--- config.mk ---
export PLATFORM = sky130hd
export DESIGN_NAME = bram_stream_reader
export DESIGN_NICKNAME = d
export VERILOG_FILES = /design/src/rtl/bram_stream_reader.sv
export SDC_FILE = /design/constraint.sdc
export NUM_CORES = 1
export LEC_CHECK = 0
export ABC_CLOCK_PERIOD_IN_PS = 2400
export BUFFER_PORTS_ARGS = -buffer_cell sky130_fd_sc_hd__buf_2
export CAP_MARGIN = 20
export CORE_ASPECT_RATIO = 1.4
export CORE_MARGIN = 10
export CORE_UTILIZATION = 55
export CTS_BUF_LIST = sky130_fd_sc_hd__clkbuf_8
export DETAILED_ROUTE_END_ITERATION = 16
export HOLD_SLACK_MARGIN = 0.06
export PLACE_DENSITY = 0.78
export SYNTH_ARGS = -nofsm -noshare
export SYNTH_HDL_FRONTEND = slang
export SYNTH_SLANG_ARGS = --single-unit
--- constraint.sdc ---
create_clock -name clk -period 2.4 [get_ports clk]
set_input_delay 0.72 -clock clk [delete_from_list [all_inputs] [get_ports clk]]
set_output_delay 0.72 -clock clk [all_outputs]
set_load 0.01 [all_outputs]
--- src/rtl/bram_stream_reader.sv ---
// bram_stream_reader: walks a contiguous address range of a single-port,
// one-cycle-latency, read-first block RAM and streams the words out on a
// valid/ready interface, sustaining one word per cycle while the sink is ready.
// Optional feature macro: BRAM_STREAM_CLEAR_EN -- when defined, each read also
// writes CLEAR_VALUE back to the same address (scanout-and-clear).
module bram_stream_reader #(
    parameter int                    DATA_WIDTH  = 32,
    parameter int                    ADDR_WIDTH  = 10,
    parameter logic [DATA_WIDTH-1:0] CLEAR_VALUE = '0
) (
    input  logic                  clk,
    input  logic                  rst_n,
    input  logic                  start,
    input  logic [ADDR_WIDTH-1:0] base_addr,
    input  logic [ADDR_WIDTH:0]   length,
    output logic                  busy,
    output logic                  done,
    output logic [ADDR_WIDTH-1:0] mem_addr,
    output logic                  mem_we,
    output logic [DATA_WIDTH-1:0] mem_wdata,
    input  logic [DATA_WIDTH-1:0] mem_rdata,
    output logic                  m_valid,
    input  logic                  m_ready,
    output logic [DATA_WIDTH-1:0] m_data,
    output logic                  m_last
);

`ifdef BRAM_STREAM_CLEAR_EN
    localparam logic CLEAR_EN = 1'b1;
`else
    localparam logic CLEAR_EN = 1'b0;
`endif

    typedef enum logic [1:0] {
        ST_IDLE   = 2'd0,
        ST_ISSUE  = 2'd1,
        ST_WAIT   = 2'd2,
        ST_FINISH = 2'd3
    } state_t;

    state_t                  state_q, state_d;
    logic [ADDR_WIDTH-1:0]   addr_q, addr_d;
    logic [ADDR_WIDTH:0]     rem_q, rem_d;        // addresses still to issue
    logic                    busy_q, busy_d;
    logic                    done_q, done_d;
    logic                    we_q, we_d;
    logic [DATA_WIDTH-1:0]   wdata_q, wdata_d;
    logic [1:0]              infl_v_q, infl_v_d;  // [0]: address on RAM, [1]: data on mem_rdata
    logic [1:0]              infl_last_q, infl_last_d;
    logic [DATA_WIDTH-1:0]   fifo_data_q [4];
    logic [DATA_WIDTH-1:0]   fifo_data_d [4];
    logic [3:0]              fifo_last_q, fifo_last_d;
    logic [1:0]              wr_ptr_q, wr_ptr_d;
    logic [1:0]              rd_ptr_q, rd_ptr_d;
    logic [2:0]              fifo_count_q, fifo_count_d;

    logic                    issue_s;
    logic                    issue_last_s;
    logic                    push_s;
    logic                    pop_s;
    logic                    last_hs_s;
    logic                    credit_ok_s;
    logic [1:0]              infl_cnt_s;

    assign infl_cnt_s  = {1'b0, infl_v_q[0]} + {1'b0, infl_v_q[1]};
    // Words buffered plus words in flight never exceed the FIFO depth.
    assign credit_ok_s = ({1'b0, fifo_count_q} + {2'b00, infl_cnt_s}) < 4'd4;
    assign push_s      = infl_v_q[1];
    assign pop_s       = (fifo_count_q != 3'd0) && m_ready;
    assign last_hs_s   = pop_s && fifo_last_q[rd_ptr_q];

    // Command sequencing: accept, issue addresses under credit, drain, report done.
    always_comb begin
        state_d      = state_q;
        addr_d       = addr_q;
        rem_d        = rem_q;
        issue_s      = 1'b0;
        issue_last_s = 1'b0;
        done_d       = 1'b0;
        case (state_q)
            ST_IDLE: begin
                if (start) begin
                    if (length != '0) begin
                        // The first address goes out on the accepting edge.
                        issue_s      = 1'b1;
                        issue_last_s = (length == (ADDR_WIDTH+1)'(1));
                        addr_d       = base_addr;
                        rem_d        = length - (ADDR_WIDTH+1)'(1);
                        state_d      = issue_last_s ? ST_WAIT : ST_ISSUE;
                    end else begin
                        state_d = ST_FINISH;
                    end
                end else begin
                    state_d = ST_IDLE;
                end
            end
            ST_ISSUE: begin
                if (rem_q == '0) begin
                    state_d = ST_WAIT;
                end else if (credit_ok_s) begin
                    issue_s      = 1'b1;
                    issue_last_s = (rem_q == (ADDR_WIDTH+1)'(1));
                    addr_d       = addr_q + ADDR_WIDTH'(1);
                    rem_d        = rem_q - (ADDR_WIDTH+1)'(1);
                    state_d      = issue_last_s ? ST_WAIT : ST_ISSUE;
                end else begin
                    state_d = ST_ISSUE;
                end
            end
            ST_WAIT: begin
                if (last_hs_s) begin
                    state_d = ST_FINISH;
                end else begin
                    state_d = ST_WAIT;
                end
            end
            ST_FINISH: begin
                done_d  = 1'b1;
                state_d = ST_IDLE;
            end
            default: begin
                state_d = ST_IDLE;
            end
        endcase
        busy_d = (state_d != ST_IDLE);
    end

    // Write-back of CLEAR_VALUE alongside each issued read when clearing is built in.
    always_comb begin
        if (CLEAR_EN && issue_s) begin
            we_d    = 1'b1;
            wdata_d = CLEAR_VALUE;
        end else begin
            we_d    = 1'b0;
            wdata_d = '0;
        end
    end

    // In-flight tracking mirrors the two-cycle path from address to mem_rdata.
    always_comb begin
        infl_v_d    = {infl_v_q[0], issue_s};
        infl_last_d = {infl_last_q[0], issue_last_s};
    end

    // Output FIFO: push returning RAM words, pop on handshake.
    always_comb begin
        fifo_data_d  = fifo_data_q;
        fifo_last_d  = fifo_last_q;
        wr_ptr_d     = wr_ptr_q;
        rd_ptr_d     = rd_ptr_q;
        fifo_count_d = fifo_count_q;
        if (push_s) begin
            fifo_data_d[wr_ptr_q] = mem_rdata;
            fifo_last_d[wr_ptr_q] = infl_last_q[1];
            wr_ptr_d              = wr_ptr_q + 2'd1;
        end else begin
            wr_ptr_d = wr_ptr_q;
        end
        if (pop_s) begin
            rd_ptr_d = rd_ptr_q + 2'd1;
        end else begin
            rd_ptr_d = rd_ptr_q;
        end
        case ({push_s, pop_s})
            2'b10:   fifo_count_d = fifo_count_q + 3'd1;
            2'b01:   fifo_count_d = fifo_count_q - 3'd1;
            default: fifo_count_d = fifo_count_q;
        endcase
    end

    // State, counters, pipeline and FIFO storage; everything clears on reset.
    always_ff @(posedge clk or negedge rst_n) begin
        if (!rst_n) begin
            state_q      <= ST_IDLE;
            addr_q       <= '0;
            rem_q        <= '0;
            busy_q       <= 1'b0;
            done_q       <= 1'b0;
            we_q         <= 1'b0;
            wdata_q      <= '0;
            infl_v_q     <= 2'b00;
            infl_last_q  <= 2'b00;
            for (int i = 0; i < 4; i++) begin
                fifo_data_q[i] <= '0;
            end
            fifo_last_q  <= 4'b0000;
            wr_ptr_q     <= 2'd0;
            rd_ptr_q     <= 2'd0;
            fifo_count_q <= 3'd0;
        end else begin
            state_q      <= state_d;
            addr_q       <= addr_d;
            rem_q        <= rem_d;
            busy_q       <= busy_d;
            done_q       <= done_d;
            we_q         <= we_d;
            wdata_q      <= wdata_d;
            infl_v_q     <= infl_v_d;
            infl_last_q  <= infl_last_d;
            fifo_data_q  <= fifo_data_d;
            fifo_last_q  <= fifo_last_d;
            wr_ptr_q     <= wr_ptr_d;
            rd_ptr_q     <= rd_ptr_d;
            fifo_count_q <= fifo_count_d;
        end
    end

    assign busy      = busy_q;
    assign done      = done_q;
    assign mem_addr  = addr_q;
    assign mem_we    = we_q;
    assign mem_wdata = wdata_q;
    assign m_valid   = (fifo_count_q != 3'd0);
    assign m_data    = fifo_data_q[rd_ptr_q];
    assign m_last    = fifo_last_q[rd_ptr_q] & m_valid;

endmodule
==> reports/metrics.yaml <==
place:
  placed_cell_area_sq_mm: 0.00898
  dp_slack_ps: 43.4
  hpwl_microns: 13000
  gp_congestion: 0.844
  port_buffers: 102
synth:
  async_flop_share_pct: 100
  synth_edf_count: 0
  synth_area_sq_mm: 0.00818
  synth.area.top_cells: "dfrtp_1 (51%), mux2_2 (18%), mux4_2 (9.1%), buf_4 (3.1%), ha_1 (2.0%)"
  yosysTopAreaCell: "dfrtp_1"
  yosys_register_bits: 168
  synthDistinctLibCells: 58
  yosysSeqAreaShare_pct: 51.4
  yosys.area.top_type_share_pct: 51.4
  syn_inst: 611
  syn-mean-instance-area_sq_um: 13.4
  yosysWarnings: 0
  ys.flop_type: "dfrtp_1"
floorplan:
  start_util_pct: 56.4
  dieArea_sq_mm: 0.0202
  io_pins: 136
  coreArea_sq_mm: 0.0145
  num_rows: 52
  fp.dieW_microns: 123
  chipHeight_microns: 164
final_layout:
  layout-drive-gt1-share_pct: 46.9
  areaGrowthSynthToFinish_pct: 17.6
  stdcell_area_sq_mm: 0.00962
  fin_nets: 796
  multi_input_area_sq_mm: 0.00366
  nFillCells: 1025
  diodes: 0
  seq_area_sq_mm: 0.00421
sta:
  finalCritPeriodShare_pct: 107
  slew_headroom_pct: 42.9
  setup_violations: 33
  drv_slew: 0
  finalClockSkew_ps: 12.0
  fmax_mhz: 391
  rsz0062_at_grt: "true"
  min_period_ps: 2560
  worst_slew_pin_slew_ps: 856
  setup_slack_ps: -158
  hold_viol: 0
worst_setup_path:
  crit_chain: "buf_12 > buf_12 > mux4_2 > buf_6"
  crit_top_cell: "buf_12"
  cpPeakStageDelay_ps: 540
  worst-endpoint-required_ps: 1680
  critical_path_class: "reg2out"
  cpLargestDelayFamily: "multiplexers"
  cp-start-kind: "flip-flop"
  worstSetupEndpointType: "output pin"
  slowest_stage: "mux4_2"
  critPathLaunch: "rd_ptr_q[0]"
  reg2reg_from: "fifo_count_q[1]"
  cp_num_buf_inv: 3
  crit_path_max_fanout: 12
  arrival_ps: 1840
clocking:
  clock_tree.root_cell: "clkbuf_8"
  clockBufferDepth: 2
  hold_buffers: 0
  htreeDepth: 4
  clkTransAtPathRegs_ps: 80
  clock_sinks: 168
  insertion_delay_ps: 460
  cts_tree: "done"
  numCtsBuffers: 17
detailed_routing:
  wl_per_cell_microns: 19.7
  drt-vias-per-instance: 5.69
  drt-initial-drc-count: 305
  num_vias: 5271
  dr.pass1.iters: 4
  drt-total-wl_microns: 18200
  ant_nets: 0
  drc: 0
pwr:
  p_per_area_mw_per_mm2: 1440
  peakVddDrop_uv: 760
  leakage_nw: 4.26
  finalPower_mw: 13.9
grt:
  first_global_vias: 5847
  grt-ovfl-total: 0
  grt_max_degree: 50
  grt_pass1_wl_microns: 29400
  antenna_found_initial: 0
  grt_usage_pct: 18.5
run_status:
  failed_checks: "setup timing"
  outcome: "finished, violations left"
worst_hold_path:
  hp-class: "in2async"
run:
  maxCapViolCount: 0
per-layer routing:
layer	global-route usage [%]	vias to the layer above	wire length, microns
li1	-	2382	-
met1	20.1	2714	6920
met2	33.3	145	10000
met3	4.95	30	906
met4	6.90	0	371
met5	0	-	0
sequential cells by signal, indices dropped and copies added (netlist names), 2 cells and up:
register / cells
infl_last_q: 2
fifo_last_q: 4
infl_v_q: 2
fifo_data_q: 128
state_q: 2
fifo_count_q: 3
rd_ptr_q: 2
rem_q: 11
wr_ptr_q: 2
mem_addr: 10
final timing paths:
path	to	slack, ps	cells past startpoint
worst min register to register	infl_last_q[1]	350	0
max in group asynchronous	fifo_data_q[58]	1580	2
worst min-delay path	fifo_data_q[99]	210	1
worst max register to register	fifo_count_q[1]	300	6
min in group clk	infl_last_q[1]	350	0
worst max-delay path	m_data[16]	-160	4
stage by stage:
| step | TNS (ps) | hold WS [ps] | std cells | util, % |
|---|---|---|---|---|
| global placement | 0 | 336 | 890 | 61.9 |
| detailed placement | 0 | 335 | 890 | 61.9 |
| finish | -3830 | 205 | 927 | 66.3 |
| global route | -6490 | 208 | 927 | 66.3 |
| CTS | -5830 | 194 | 923 | 65.6 |
| floorplan | 0 | 331 | 643 | - |
what timing repair did:
action                                  4_1_cts  5_1_grt
endpoints found under the setup margin       33       33
resized for setup                            19        9
cloned                                        0        1
pin swaps                                     0        1
buffers inserted                              1        3
layout by cell type, fill, tap and decap left out, drive strengths merged, types with 5 or more instances in the layout:
| cell | netlist | routed |
|---|---|---|
| a21oi | 26 | 26 |
| and2 | 6 | 6 |
| buf | 57 | 127 |
| clkbuf | 8 | 20 |
| clkinv | 0 | 5 |
| conb | 1 | 33 |
| dfrtp | 168 | 168 |
| ha | 13 | 13 |
| inv | 14 | 17 |
| mux2 | 132 | 132 |
| mux4 | 33 | 33 |
| nand2 | 28 | 28 |
| nand3 | 9 | 9 |
| nor2 | 25 | 25 |
| nor4 | 6 | 6 |
| o21ai | 24 | 24 |
| o22a | 5 | 5 |
| xor2 | 11 | 11 |
power by group:
| group | internal (mW) | switching [mW] | total (mW) |
|---|---|---|---|
| Combinational | 3.78 | 2.88 | 6.65 |
| Clock | 1.08 | 1.00 | 2.08 |
| Sequential | 4.24 | 0.912 | 5.16 |
layout make-up:
cell class / instances / share of cell area (%)
Clock inverter: 13 / 1.60
Timing Repair Buffer: 128 / 10.8
Multi-Input combinational cell: 396 / 38.1
Sequential cell: 168 / 43.7
Clock buffer: 19 / 2.72
Inverter: 14 / 0.572
Tap cell: 189 / 2.46
cell families (layout without fill, tap and decap cells):
family,after synthesis,count (layout),share of synthesized area [%]
DFF,168,168,51.4
muxes,166,166,27.4
and+or+nand+nor,92,92,5.93
buffers and inverters,79,174,5.52
AOI/OAI and AO/OA,77,77,6.02
adders and majority gates,14,14,2.23
xor gates and xnor gates,14,14,1.50
other,1,33,0.0458
synth_stat cells, types with 2 or more instances:
cell / n
nor3_1: 3
nor4_1: 3
buf_1: 13
inv_1: 13
clkbuf_1: 8
and2_1: 5
and3_1: 3
buf_4: 34
ha_1: 13
o22ai_1: 4
mux4_2: 33
nor4_2: 2
nand2_1: 28
nand3_1: 8
xnor2_1: 3
o21ai_1: 2
dfrtp_1: 168
buf_2: 8
a32oi_1: 4
o21ai_0: 21
nand2b_1: 2
buf_6: 2
nand4_1: 2
a31oi_1: 2
a21oi_1: 22
o31ai_1: 2
a21oi_2: 4
mux2_2: 132
o22a_1: 5
nor2_1: 24
xor2_1: 11
Note: power is estimated with default switching activity, not from simulation.
